===== src/rtl/uart_tx_fifo_pkg.sv =====
// Shared definitions for the UART TX path: byte width, default line timing,
// FIFO default depth and the occupancy-update helper used by uart_tx_fifo.
// Optional build macro: UART_TX_FIFO_OVF_EN (see uart_tx_fifo.sv).
package uart_tx_fifo_pkg;

  // Transmitter byte width; the FIFO data width defaults to this.
  localparam int UART_DATA_WIDTH = 8;

  // Default line timing, shared by the transmitter, the receiver and the
  // site that instantiates this FIFO.
  localparam int CLOCK_FREQ = 125_000_000;
  localparam int BAUD_RATE  = 115_200;

  // Default number of buffered bytes (power of two, at least 2).
  localparam int FIFO_DEPTH = 8;

  // How the occupancy counter moves in a given cycle.
  typedef enum logic [1:0] {
    OCC_HOLD = 2'd0,
    OCC_INC  = 2'd1,
    OCC_DEC  = 2'd2
  } occ_op_e;

  // A push and a pop in the same cycle cancel out.
  function automatic occ_op_e occ_op(input logic enq_fire, input logic deq_fire);
    if (enq_fire && !deq_fire) return OCC_INC;
    if (deq_fire && !enq_fire) return OCC_DEC;
    return OCC_HOLD;
  endfunction

endpackage


===== src/rtl/uart_tx_fifo_ptr.sv =====
// Wrapping read/write pointer for uart_tx_fifo. Counts modulo 2**PTR_WIDTH,
// so with a power-of-two depth the wrap falls out of the natural overflow.
// Priority: rst (active-low, synchronous) > clr > ce.
module uart_tx_fifo_ptr #(
  parameter int PTR_WIDTH = 3
) (
  input  logic                 clk,
  input  logic                 rst,
  input  logic                 clr,
  input  logic                 ce,
  output logic [PTR_WIDTH-1:0] ptr
);

  // Pointer register: clear on reset or flush, advance by one when enabled.
  always_ff @(posedge clk) begin
    // NOTE: sequential state is assigned with <= so every register samples
    // pre-edge values regardless of process evaluation order.
    if (!rst) begin
      ptr <= '0;
    end else if (clr) begin
      ptr <= '0;
    end else if (ce) begin
      ptr <= ptr + 1'b1;
    end
  end

endmodule


===== src/rtl/uart_tx_fifo.sv =====
// First-word-fall-through byte FIFO between the UART TX data register and
// the UART transmitter. enq_ready/deq_valid come only from the registered
// occupancy count, so neither side's handshake depends on the other's.
// Optional build macro: UART_TX_FIFO_OVF_EN adds a sticky overflow flag;
// without it the overflow port is tied low and no flag register exists.
module uart_tx_fifo
  import uart_tx_fifo_pkg::*;
#(
  parameter  int WIDTH     = UART_DATA_WIDTH,
  parameter  int DEPTH     = FIFO_DEPTH,
  localparam int PTR_WIDTH = $clog2(DEPTH)
) (
  input  logic               clk,
  input  logic               rst,
  input  logic               flush,
  input  logic [WIDTH-1:0]   enq_data,
  input  logic               enq_valid,
  output logic               enq_ready,
  output logic [WIDTH-1:0]   deq_data,
  output logic               deq_valid,
  input  logic               deq_ready,
  output logic [PTR_WIDTH:0] count,
  output logic               overflow
);

  localparam logic [PTR_WIDTH:0] FULL_COUNT = (PTR_WIDTH + 1)'(DEPTH);

  logic [WIDTH-1:0]     mem [DEPTH];
  logic [PTR_WIDTH-1:0] wptr;
  logic [PTR_WIDTH-1:0] rptr;
  logic [PTR_WIDTH:0]   count_nxt;
  logic                 full;
  logic                 empty;
  logic                 enq_fire;
  logic                 deq_fire;

  assign full      = (count == FULL_COUNT);
  assign empty     = (count == '0);
  assign enq_ready = !full;
  assign deq_valid = !empty;

  // Flush discards any same-cycle handshake, so it gates both fire strobes.
  assign enq_fire = enq_valid && enq_ready && !flush;
  assign deq_fire = deq_valid && deq_ready && !flush;

  // Head entry is read combinationally; stale when the FIFO is empty.
  assign deq_data = mem[rptr];

  uart_tx_fifo_ptr #(.PTR_WIDTH(PTR_WIDTH)) u_wptr (
    .clk (clk),
    .rst (rst),
    .clr (flush),
    .ce  (enq_fire),
    .ptr (wptr)
  );

  uart_tx_fifo_ptr #(.PTR_WIDTH(PTR_WIDTH)) u_rptr (
    .clk (clk),
    .rst (rst),
    .clr (flush),
    .ce  (deq_fire),
    .ptr (rptr)
  );

  // Storage write on an accepted enqueue.
  always_ff @(posedge clk) begin
    // NOTE: the data array has no reset; count/pointers alone say which
    // entries are live, so clearing it would only cost reset fan-out.
    if (enq_fire && rst) begin
      mem[wptr] <= enq_data;
    end
  end

  // Next occupancy from this cycle's push/pop pair.
  always_comb begin
    // NOTE: default assignment first so no path leaves count_nxt unassigned
    // (which would infer a latch).
    count_nxt = count;
    unique case (occ_op(enq_fire, deq_fire))
      OCC_INC: count_nxt = count + 1'b1;
      OCC_DEC: count_nxt = count - 1'b1;
      default: count_nxt = count;
    endcase
  end

  // Occupancy register: reset > flush > update.
  always_ff @(posedge clk) begin
    if (!rst) begin
      count <= '0;
    end else if (flush) begin
      count <= '0;
    end else begin
      count <= count_nxt;
    end
  end

`ifdef UART_TX_FIFO_OVF_EN
  logic ovf_q;

  // Sticky overflow: any write offered while full; flush wins over a new event.
  always_ff @(posedge clk) begin
    if (!rst) begin
      ovf_q <= 1'b0;
    end else if (flush) begin
      ovf_q <= 1'b0;
    end else if (enq_valid && !enq_ready) begin
      ovf_q <= 1'b1;
    end
  end

  assign overflow = ovf_q;
`else
  assign overflow = 1'b0;
`endif

endmodule


===== config.mk =====
export PLATFORM = sky130hd
export DESIGN_NAME = uart_tx_fifo
export DESIGN_NICKNAME = d
export VERILOG_FILES = /design/src/rtl/uart_tx_fifo_pkg.sv /design/src/rtl/uart_tx_fifo_ptr.sv /design/src/rtl/uart_tx_fifo.sv
export SDC_FILE = /design/constraint.sdc
export NUM_CORES = 1
export LEC_CHECK = 0
export BUFFER_PORTS_ARGS = -buffer_cell sky130_fd_sc_hd__buf_2
export CAP_MARGIN = 20
export CORE_MARGIN = 2
export CORE_UTILIZATION = 35
export CTS_CLUSTER_DIAMETER = 60
export DETAILED_ROUTE_END_ITERATION = 8
export GPL_TIMING_DRIVEN = 0
export SETUP_SLACK_MARGIN = 0.02
export SLEW_MARGIN = 0
export SYNTH_ARGS = -nofsm -noshare
export SYNTH_HDL_FRONTEND = slang
export SYNTH_SLANG_ARGS = --single-unit

===== constraint.sdc =====
create_clock -name clk -period 5.6 [get_ports clk]
set_clock_uncertainty 0.2 [all_clocks]
set_input_delay 1.12 -clock clk [delete_from_list [all_inputs] [get_ports clk]]
set_output_delay 1.12 -clock clk [all_outputs]
set_load 0.005 [all_outputs]

==> impl_results.rst, run 1 <==
.. list-table::
   :header-rows: 1

   * - Metric
     - Value
   * - Status
     - finished clean
   * - Count of hold-fix buffers inserted at cts
     - 0
   * - Tightest Hold Check Type
     - reg -> reg
   * - Origin of the worst min-delay path
     - u_wptr.ptr[1]$_SDFFE_PP0P_
   * - Leakage power
     - 1.203 nW
   * - Via count of the first global-routing pass
     - around 1,600
   * - Layout cells sized above 1
     - 34.39%
   * - Standard-cell rows
     - 34
   * - Number of antenna cells inserted
     - 0
   * - Number of maximum-capacitance violations
     - 0
   * - YS warnings
     - 0
   * - Clock buffer count from CTS
     - 9
   * - Count of clock tree sinks
     - 77
   * - Startpoint types
     - register
   * - FF/Latch Area
     - 2182 sq um
   * - Post-synthesis simple-gate area fraction
     - ~7.5%
   * - Number of hold violations in the final report
     - 0
   * - Width of the die
     - about 98 um
   * - Reg2reg end
     - count[2]$_SDFFE_PP0P_
   * - Number of antenna violations at the first check in global routing
     - 0
   * - Via-per-instance ratio
     - a little under 5
   * - Slowest stage cell on the critical path
     - clkbuf_1
   * - Deepest clock path buffer count
     - 2
   * - Post-CTS Resized
     - 0
   * - Internal power contribution
     - 0.8874 mW
   * - Floorplan Core Area
     - around 8700 sq um
   * - Unrepaired setup endpoints after global routing
     - no
   * - Remaining global-route overflow
     - 0
   * - Number of levels in the clock H-tree
     - 3
   * - Fin. max-slew vios
     - 0
   * - GR Util All Layers
     - a little under an eighth
   * - Worst-margin pin slew
     - 0.9066 ns
   * - Critical path peak fanout
     - 10
   * - TNS Setup
     - 0 ns
   * - Area taken by multi-input logic gates
     - approximately 880 sq um
   * - Total chip power
     - roughly 1.1 mW
   * - CTS tree
     - yes
   * - Final WL
     - 5417 um
   * - Initial cell density of the core
     - 35.96%
   * - Max-slew headroom at the worst pin
     - just under 40%
   * - Worst-path clk slew
     - approximately 0.080 ns
   * - Buffer cell driving the clock tree root
     - clkbuf_8
   * - Post-synthesis sequential area ratio
     - 69.93%
   * - Required time worst endpoint
     - between 4 and 5 ns
   * - Area Overhead vs Synth
     - 15.80%
   * - Antenna viol nets, final
     - 0
   * - Proportion of power drawn by combinational gates
     - 3.2%
   * - Detailed placement HPWL
     - 3486 um
   * - Upper clock frequency limit
     - between 200 and 300 MHz
   * - Final setup vio count
     - 0
   * - Setup slack, reg-to-reg
     - around 2.8 ns
   * - Max rail drop VDD
     - roughly 100 uV
   * - Cell count of the worst reg-to-reg path
     - 11
   * - Routability cong.
     - between 0.6 and 0.7
   * - Synth Area in Compound Gates
     - roughly 2.1%
   * - CP Class
     - reg -> out
   * - Number of cells on the worst hold path
     - 2
   * - Vertical die dimension
     - ~100 um
   * - Pin count of the biggest net entering global routing
     - 14
   * - Latest clock arrival within the worst-skew pair
     - about 0.34 ns
   * - 1st-iter DRT viols
     - 68
   * - Flip-flop and latch count after synthesis
     - between 70 and 80
   * - Area share of the largest cell type after synthesis
     - between 60% and 70%
   * - Die footprint
     - around 9700 sq um
   * - Signal arrival time at the worst endpoint
     - around 2.4 ns
   * - Synthesized cell area
     - around 3100 sq um
   * - Cell types with the largest area share after synthesis
     - edfxtp_1, mux4_2, dfxtp_1
   * - Pwr per Cell Area
     - roughly 300 nW/um^2
   * - Crit-path cells
     - buf_1 -> clkbuf_1 -> mux4_2 -> mux2_2 -> buf_2
   * - Number of detailed-route iterations in the first pass
     - 4
   * - Capturing instance or port of the critical path
     - deq_data[2]
   * - Residual DRC
     - 0
   * - Main combinational cell family by area after synthesis
     - multiplexers
   * - Number of top-level pins
     - 28
   * - Global-route wire length before repair
     - approximately 8500 um
   * - Adder-cell area share of the yosys netlist
     - 1.604%
   * - Ratio of final minimum period to clock period
     - 66.95%
   * - Synth Area in XOR/XNOR
     - 1.403%
   * - Yosys cell types
     - 36
   * - Tmin final
     - roughly 3.7 ns
   * - Routed length per placed instance
     - about 16 um
   * - Clk network pwr share
     - approximately two fifths
   * - Net count of the finished layout
     - approximately 230
   * - Net switching component of the power
     - 0.2144 mW
   * - Source of the worst register-to-register timing path
     - count[1]$_SDFFE_PP0P_
   * - Per-instance average area after synthesis
     - roughly 18 sq um
   * - Register share of total power
     - a little under three fifths
   * - Final core utilization
     - 41.64%
   * - Buffers inserted by post-CTS timing repair
     - 0
   * - Number of port buffers
     - 26
   * - Fraction of power spent switching nets
     - 19.46%
   * - Delay of the slowest critical-path stage
     - 0.57 ns
   * - Post-synthesis cell type with the largest combined area
     - edfxtp_1
   * - Cells after synthesis
     - ~180
   * - Net count after synthesis
     - 195
   * - Layout filler cell count
     - ~800
   * - Number of vias in the routed layout
     - around 1,600
   * - WHS
     - a little under 0.3 ns
   * - Kind of capture point of the worst setup path
     - primary output
   * - Share of synthesized area spent on multiplexers
     - between 15 and 20%
cells in the final DEF, fill, tap and decap left out, drive strengths merged, types with 7 or more instances in the layout:
cell type	netlist	routed
edfxtp	64	64
buf	7	34
mux4	16	16
nor2	13	13
dfxtp	13	13
clkbuf	2	12
mux2	8	8
nand2b	7	7
nand2	7	7
power groups by stage:
stage	Sequential, mW	Clock, mW	Combinational [mW]
6_report	0.625	0.442	0.0349
5_1_grt	0.625	0.476	0.0388
4_1_cts	0.624	0.456	0.0355
3_5_place_dp	0.638	0	0.0352
3_3_place_gp	0.637	0	0.0341
2_1_floorplan	0.637	0	0.0181
worst min-delay path by stage:
stage                                 endpoint
finish              u_wptr.ptr[1]$_SDFFE_PP0P_
global route        u_wptr.ptr[1]$_SDFFE_PP0P_
CTS                 u_wptr.ptr[1]$_SDFFE_PP0P_
detailed placement  u_rptr.ptr[1]$_SDFFE_PP0N_
global placement    u_wptr.ptr[1]$_SDFFE_PP0P_
floorplan                             register
synthesized netlist by cell type:
| cell type | n |
|---|---|
| edfxtp_1 | 64 |
| mux4_2 | 16 |
| dfxtp_1 | 13 |
| nor2_1 | 13 |
| mux2_2 | 8 |
| nand2_1 | 7 |
| nand2b_1 | 7 |
| a21oi_1 | 4 |
| ha_1 | 4 |
| nor3_1 | 4 |
| xor2_1 | 4 |
| mux2i_1 | 3 |
| nand3_1 | 3 |
| buf_1 | 2 |
| buf_2 | 2 |
| buf_6 | 2 |
| clkbuf_1 | 2 |
| o21a_1 | 2 |
| a211oi_2 | 1 |
| buf_4 | 1 |
| conb_1 | 1 |
| inv_1 | 1 |
| inv_2 | 1 |
| nand3b_1 | 1 |
| nand4_1 | 1 |
| nor2b_1 | 1 |
| nor3b_1 | 1 |
| nor4_1 | 1 |
| nor4bb_1 | 1 |
| o311ai_0 | 1 |
| o41ai_1 | 1 |
| or2_2 | 1 |
| or3_1 | 1 |
| or3b_2 | 1 |
| or4b_4 | 1 |
| xnor2_1 | 1 |
kinds of logic (layout without fill, tap and decap cells):
group           count (synthesis)  count (layout)
compound gates                  9               9
buf+inv                        11              54
other cells                     1               1
fa+ha+maj                       4               4
simple gates                   44              44
mux                            27              27
flops                          77              77
xor+xnor                        5               5
layer usage:
layer	track usage (%)	vias to the layer above	wire, um
met2	19.15	35	2602
met4	4.742	0	87
met3	4.113	9	252
li1	-	771	-
met5	0	-	0
met1	14.89	797	2474
flip-flops by register name, summed over array words and instances, names as in the netlist, named ones only:
register / flops
count: 4
mem: 64
u_rptr.ptr: 3
u_wptr.ptr: 3
through the flow:
stage	instances	cell area, sq um	setup slack (ns)
after CTS	329	3613	1.770
final	329	3613	1.851
after detailed placement	313	3398	2.169
after floorplan	178	3120	2.627
after global placement	312	3386	1.817
after global routing	329	3613	1.714
area by class of cell:
type	instances	area share [%]
flip-flops and latches	77	60.39
clock buffers	10	3.532
repair buffers	27	3.809
plain buffers	9	1.524
well taps	108	3.740
clock inverters	6	2.424
multi-input cells	90	24.38
inverters	2	0.2078
critical path: cells and delay by family, from the launching register on:
family / cells / cell delay, ns
mux: 2 / 0.69
buf+inv: 3 / 1.08
flops: 1 / 0.32
Power figures use the tool's default switching activity.
==> run 2, diff against run 1 <==
ABC_AREA = 1   (was unset)
clock period = 3.8 ns   (was 5.6 ns; I/O delays follow)
==> run 2 against run 1 <==
Final area grew 1.6%. Total power grew 46%. Flip-flop and latch count is the same. Largest power group unchanged. Highest routed layer unchanged. Area after synthesis grew 2.8%. Non-clock buffer count grew 1. Global-route usage grew 2.2 points. Routed wire length grew 23%.
==> impl_results.rst, run 2 <==
.. list-table::
   :header-rows: 1

   * - Metric
     - Value
   * - Floorplan Core Area
     - 8806 sq um (was 8678 sq um)
   * - Initial cell density of the core
     - 36.43% (was 35.96%)
   * - Setup slack, reg-to-reg
     - 1.55 ns (was 2.75 ns)
   * - Standard-cell rows
     - 34 (unchanged)
   * - Area taken by multi-input logic gates
     - 919.6 sq um (was 880.8 sq um)
   * - Global-route wire length before repair
     - 10,270 um (was 8452 um)
   * - Number of hold violations in the final report
     - 0 (unchanged)
   * - Final WL
     - 6686 um (was 5417 um)
   * - Commonest non-fill, non-tap cells in the layout
     - edfxtp_1, nor2_1, nand2_1, buf_2, o21ai_0 (was edfxtp_1, buf_2, mux4_2, nor2_1, dfxtp_1)
   * - Tmin final
     - between 2 and 3 ns
   * - Pwr per Cell Area
     - 438.4 nW/um^2 (was 304.9 nW/um^2)
   * - Layout cells sized above 1
     - 18.75% (was 34.39%)
   * - Area Overhead vs Synth
     - 14.43% (was 15.80%)
   * - Top Registers
     - mem (64), count (4) (unchanged)
   * - Register share of total power
     - 57.3% (was 56.7%)
   * - Pin count of the biggest net entering global routing
     - 15 (was 14)
   * - Number of antenna cells inserted
     - 0 (unchanged)
   * - Ratio of final minimum period to clock period
     - between 70 and 80%
   * - Leakage power
     - 1.317 nW (was 1.203 nW)
   * - Kind of capture point of the worst setup path
     - primary output (unchanged)
   * - Most frequent cells after synthesis
     - edfxtp_1, nor2_1, nand2_1 (was edfxtp_1, mux4_2, dfxtp_1, nor2_1, mux2_2)
   * - Fraction of power spent switching nets
     - 22.32% (was 19.46%)
   * - Top_reg_cell synth
     - edfxtp_1 (unchanged)
   * - Number of antenna violations at the first check in global routing
     - 0 (unchanged)
   * - Number of vias in the routed layout
     - 2,165 (was 1,612)
   * - 1st-iter DRT viols
     - 119 (was 68)
   * - Startpoint types
     - register (unchanged)
   * - Net switching component of the power
     - 0.3593 mW (was 0.2144 mW)
   * - Max-slew headroom at the worst pin
     - 38.62% (was 39.34%)
   * - TNS Setup
     - 0 ns (unchanged)
   * - Worst-path clk slew
     - 0.08 ns (about the same)
   * - Post-synthesis cell type with the largest combined area
     - edfxtp_1 (unchanged)
   * - Number of levels in the clock H-tree
     - 3 (unchanged)
   * - FF/Latch Area
     - 2182 sq um (unchanged)
   * - Synthesized cell area
     - 3208 sq um (was 3120 sq um)
   * - Most common library cell in the layout ignoring fill and taps
     - edfxtp_1 (unchanged)
   * - Count of clock tree sinks
     - 77 (unchanged)
   * - Tightest Hold Check Type
     - reg -> reg (unchanged)
   * - Clock buffer count from CTS
     - 9 (unchanged)
   * - Cell count of the worst reg-to-reg path
     - 4 (was 11)
   * - Residual DRC
     - 0 (unchanged)
   * - Deepest clock path buffer count
     - 2 (unchanged)
   * - Detailed placement HPWL
     - 4247 um (was 3486 um)
   * - CP Class
     - reg -> out (unchanged)
   * - Routability cong.
     - 0.7465 (was 0.6805)
   * - Clk network pwr share
     - 38.4% (was 40.2%)
   * - Cell with the most instances after synthesis
     - edfxtp_1 (unchanged)
   * - Upper clock frequency limit
     - between 300 and 400 MHz
   * - Buffers inserted by post-CTS timing repair
     - 0 (unchanged)
   * - Final setup vio count
     - 0 (unchanged)
   * - Latest clock arrival within the worst-skew pair
     - 0.35 ns (was 0.34 ns)
   * - Flip-flop and latch count after synthesis
     - 77 (unchanged)
   * - Cell types with the largest area share after synthesis
     - edfxtp_1, dfxtp_1, nor2_1 (was edfxtp_1, mux4_2, dfxtp_1)
   * - YS warnings
     - 0 (unchanged)
   * - Post-CTS Resized
     - 0 (unchanged)
   * - Asr flop ratio synth
     - 0% (unchanged)
   * - Buffer cell driving the clock tree root
     - clkbuf_8 (unchanged)
   * - Number of port buffers
     - 26 (unchanged)
   * - Worst-margin pin slew
     - 0.9174 ns (was 0.9066 ns)
   * - Vertical die dimension
     - 99.74 um (was 98.42 um)
   * - Required time worst endpoint
     - 2.84 ns (was 4.28 ns)
   * - Signal arrival time at the worst endpoint
     - 1.99 ns (was 2.43 ns)
   * - Width of the die
     - 99.74 um (was 98.42 um)
   * - Number of top-level pins
     - 28 (unchanged)
   * - Cell total after placement
     - 412 (was 313)
   * - Cells after synthesis
     - 278 (was 178)
   * - Number of synthesized flops with an enable pin
     - 64 (unchanged)
   * - Die footprint
     - 9948 sq um (was 9687 sq um)
   * - Proportion of power drawn by combinational gates
     - 4.3% (was 3.2%)
   * - Remaining global-route overflow
     - 0 (unchanged)
   * - Post-route worst setup slack
     - 0.8549 ns (was 1.851 ns)
   * - CTS tree
     - yes (unchanged)
   * - Reg2reg end
     - mem[1][3]$_DFFE_PP_ (was count[2]$_SDFFE_PP0P_)
   * - Source of the worst register-to-register timing path
     - count[1]$_SDFFE_PP0P_ (unchanged)
   * - Via-per-instance ratio
     - 5.058 (was 4.900)
   * - Internal power contribution
     - 1.250 mW (was 0.8874 mW)
   * - Critical path peak fanout
     - 10 (unchanged)
   * - Net count of the finished layout
     - 332 (was 233)
   * - Net count after synthesis
     - 295 (was 195)
   * - Number of flip-flops in the largest register
     - 64 (unchanged)
   * - Post-synthesis sequential area ratio
     - 68.02% (was 69.93%)
   * - Number of detailed-route iterations in the first pass
     - 4 (unchanged)
   * - Layout filler cell count
     - 836 (was 799)
   * - Unrepaired setup endpoints after global routing
     - no (unchanged)
   * - Number of maximum-capacitance violations
     - 0 (unchanged)
   * - Routed length per placed instance
     - 15.62 um (was 16.47 um)
   * - Area share of the largest cell type after synthesis
     - 59.91% (was 61.59%)
   * - Final Non-Filler Cells
     - 428 (was 329)
   * - GR Util All Layers
     - 14.07% (was 11.91%)
   * - Worst-case setup slack after placement
     - 0.8848 ns (was 2.169 ns)
   * - Via count of the first global-routing pass
     - 1,965 (was 1,583)
   * - Capturing instance or port of the critical path
     - deq_data[2] (unchanged)
   * - Max rail drop VDD
     - 147.2 uV (was 101.0 uV)
   * - Count of hold-fix buffers inserted at cts
     - 0 (unchanged)
   * - Per-instance average area after synthesis
     - 11.54 sq um (was 17.53 sq um)
   * - Status
     - finished clean (unchanged)
   * - Most flops, register
     - mem (unchanged)
   * - Antenna viol nets, final
     - 0 (unchanged)
   * - Fin. max-slew vios
     - 0 (unchanged)
   * - Yosys cell types
     - 29 (was 36)
[run 2: cell types whose count changed after synthesis, moves of 13 or more]
cell / before / now
nor2_1: 13 / 62
nand2_1: 7 / 39
o21ai_0: 0 / 21
mux4_2: 16 / 0
o32ai_1: 0 / 16
inv_1: 1 / 14
[run 2: area by class of cell]
| type | count | area share, % |
|---|---|---|
| flip-flops and latches | 77 | 59.44 |
| plain buffers | 11 | 1.363 |
| repair buffers | 26 | 3.545 |
| clock inverters | 6 | 1.909 |
| clock buffers | 10 | 3.476 |
| inverters | 15 | 1.534 |
| well taps | 108 | 3.681 |
| multi-input cells | 175 | 25.05 |
[run 2: kinds of logic after synthesis]
logic type               after synthesis  share of synthesized area, %
XOR/XNOR                               3                        0.8192
adder cells (fa/ha/maj)                4                         1.560
AO/OA/AOI/OAI                         47                         9.711
buffers and inverters                 26                         3.315
flip-flops                            77                         68.02
AND/OR/NAND/NOR                      120                         16.46
other                                  1                        0.1169
[run 2: power by group through the flow]
stage | combinational [mW] | sequential, mW | clock [mW]
2_1_floorplan | 0.0390 | 0.941 | 0
3_3_place_gp | 0.0688 | 0.941 | 0
3_5_place_dp | 0.0702 | 0.942 | 0
4_1_cts | 0.0703 | 0.922 | 0.630
5_1_grt | 0.0781 | 0.923 | 0.663
6_report | 0.0694 | 0.922 | 0.618
[run 2: worst min path at each step]
stage	startpoint	endpoint	slack (ns)	depth (start not counted)
floorplan	u_rptr.ptr[2]$_SDFFE_PP0N_	register	0.23	2
global placement	u_rptr.ptr[2]$_SDFFE_PP0N_	u_rptr.ptr[2]$_SDFFE_PP0N_	0.25	2
detailed placement	u_rptr.ptr[2]$_SDFFE_PP0N_	register	0.26	2
CTS	u_rptr.ptr[2]$_SDFFE_PP0N_	register	0.27	2
global route	u_rptr.ptr[2]$_SDFFE_PP0N_	register	0.28	2
finish	u_rptr.ptr[2]$_SDFFE_PP0N_	register	0.27	2
[run 2: critical path, cell delays in order, from the launching register on]
cell      delay (ns)
dfxtp_1         0.43
clkbuf_1        0.47
o21ai_0         0.22
o32ai_1         0.19
nand2_1         0.12
nand2_1         0.10
buf_2           0.11
[run 2: through the flow]
step / hold slack, ns / utilization (%) / cell area [sq um] / total power, mW
floorplan: 0.2331 / - / 3208 / 0.9802
global placement: 0.2505 / 39.44 / 3473 / 1.010
detailed placement: 0.2592 / 39.44 / 3473 / 1.012
CTS: 0.2679 / 41.69 / 3671 / 1.622
global route: 0.2833 / 41.69 / 3671 / 1.664
finish: 0.2705 / 41.69 / 3671 / 1.609
[run 2: routing by layer]
metal  up-vias  wire length [um]  global-route usage (%)
met5         -                 0                       0
met4         0               158                   6.744
met3        16               353                   3.935
met2        69              3068                   21.73
met1      1024              3106                   18.36
li1       1056                 -                       -
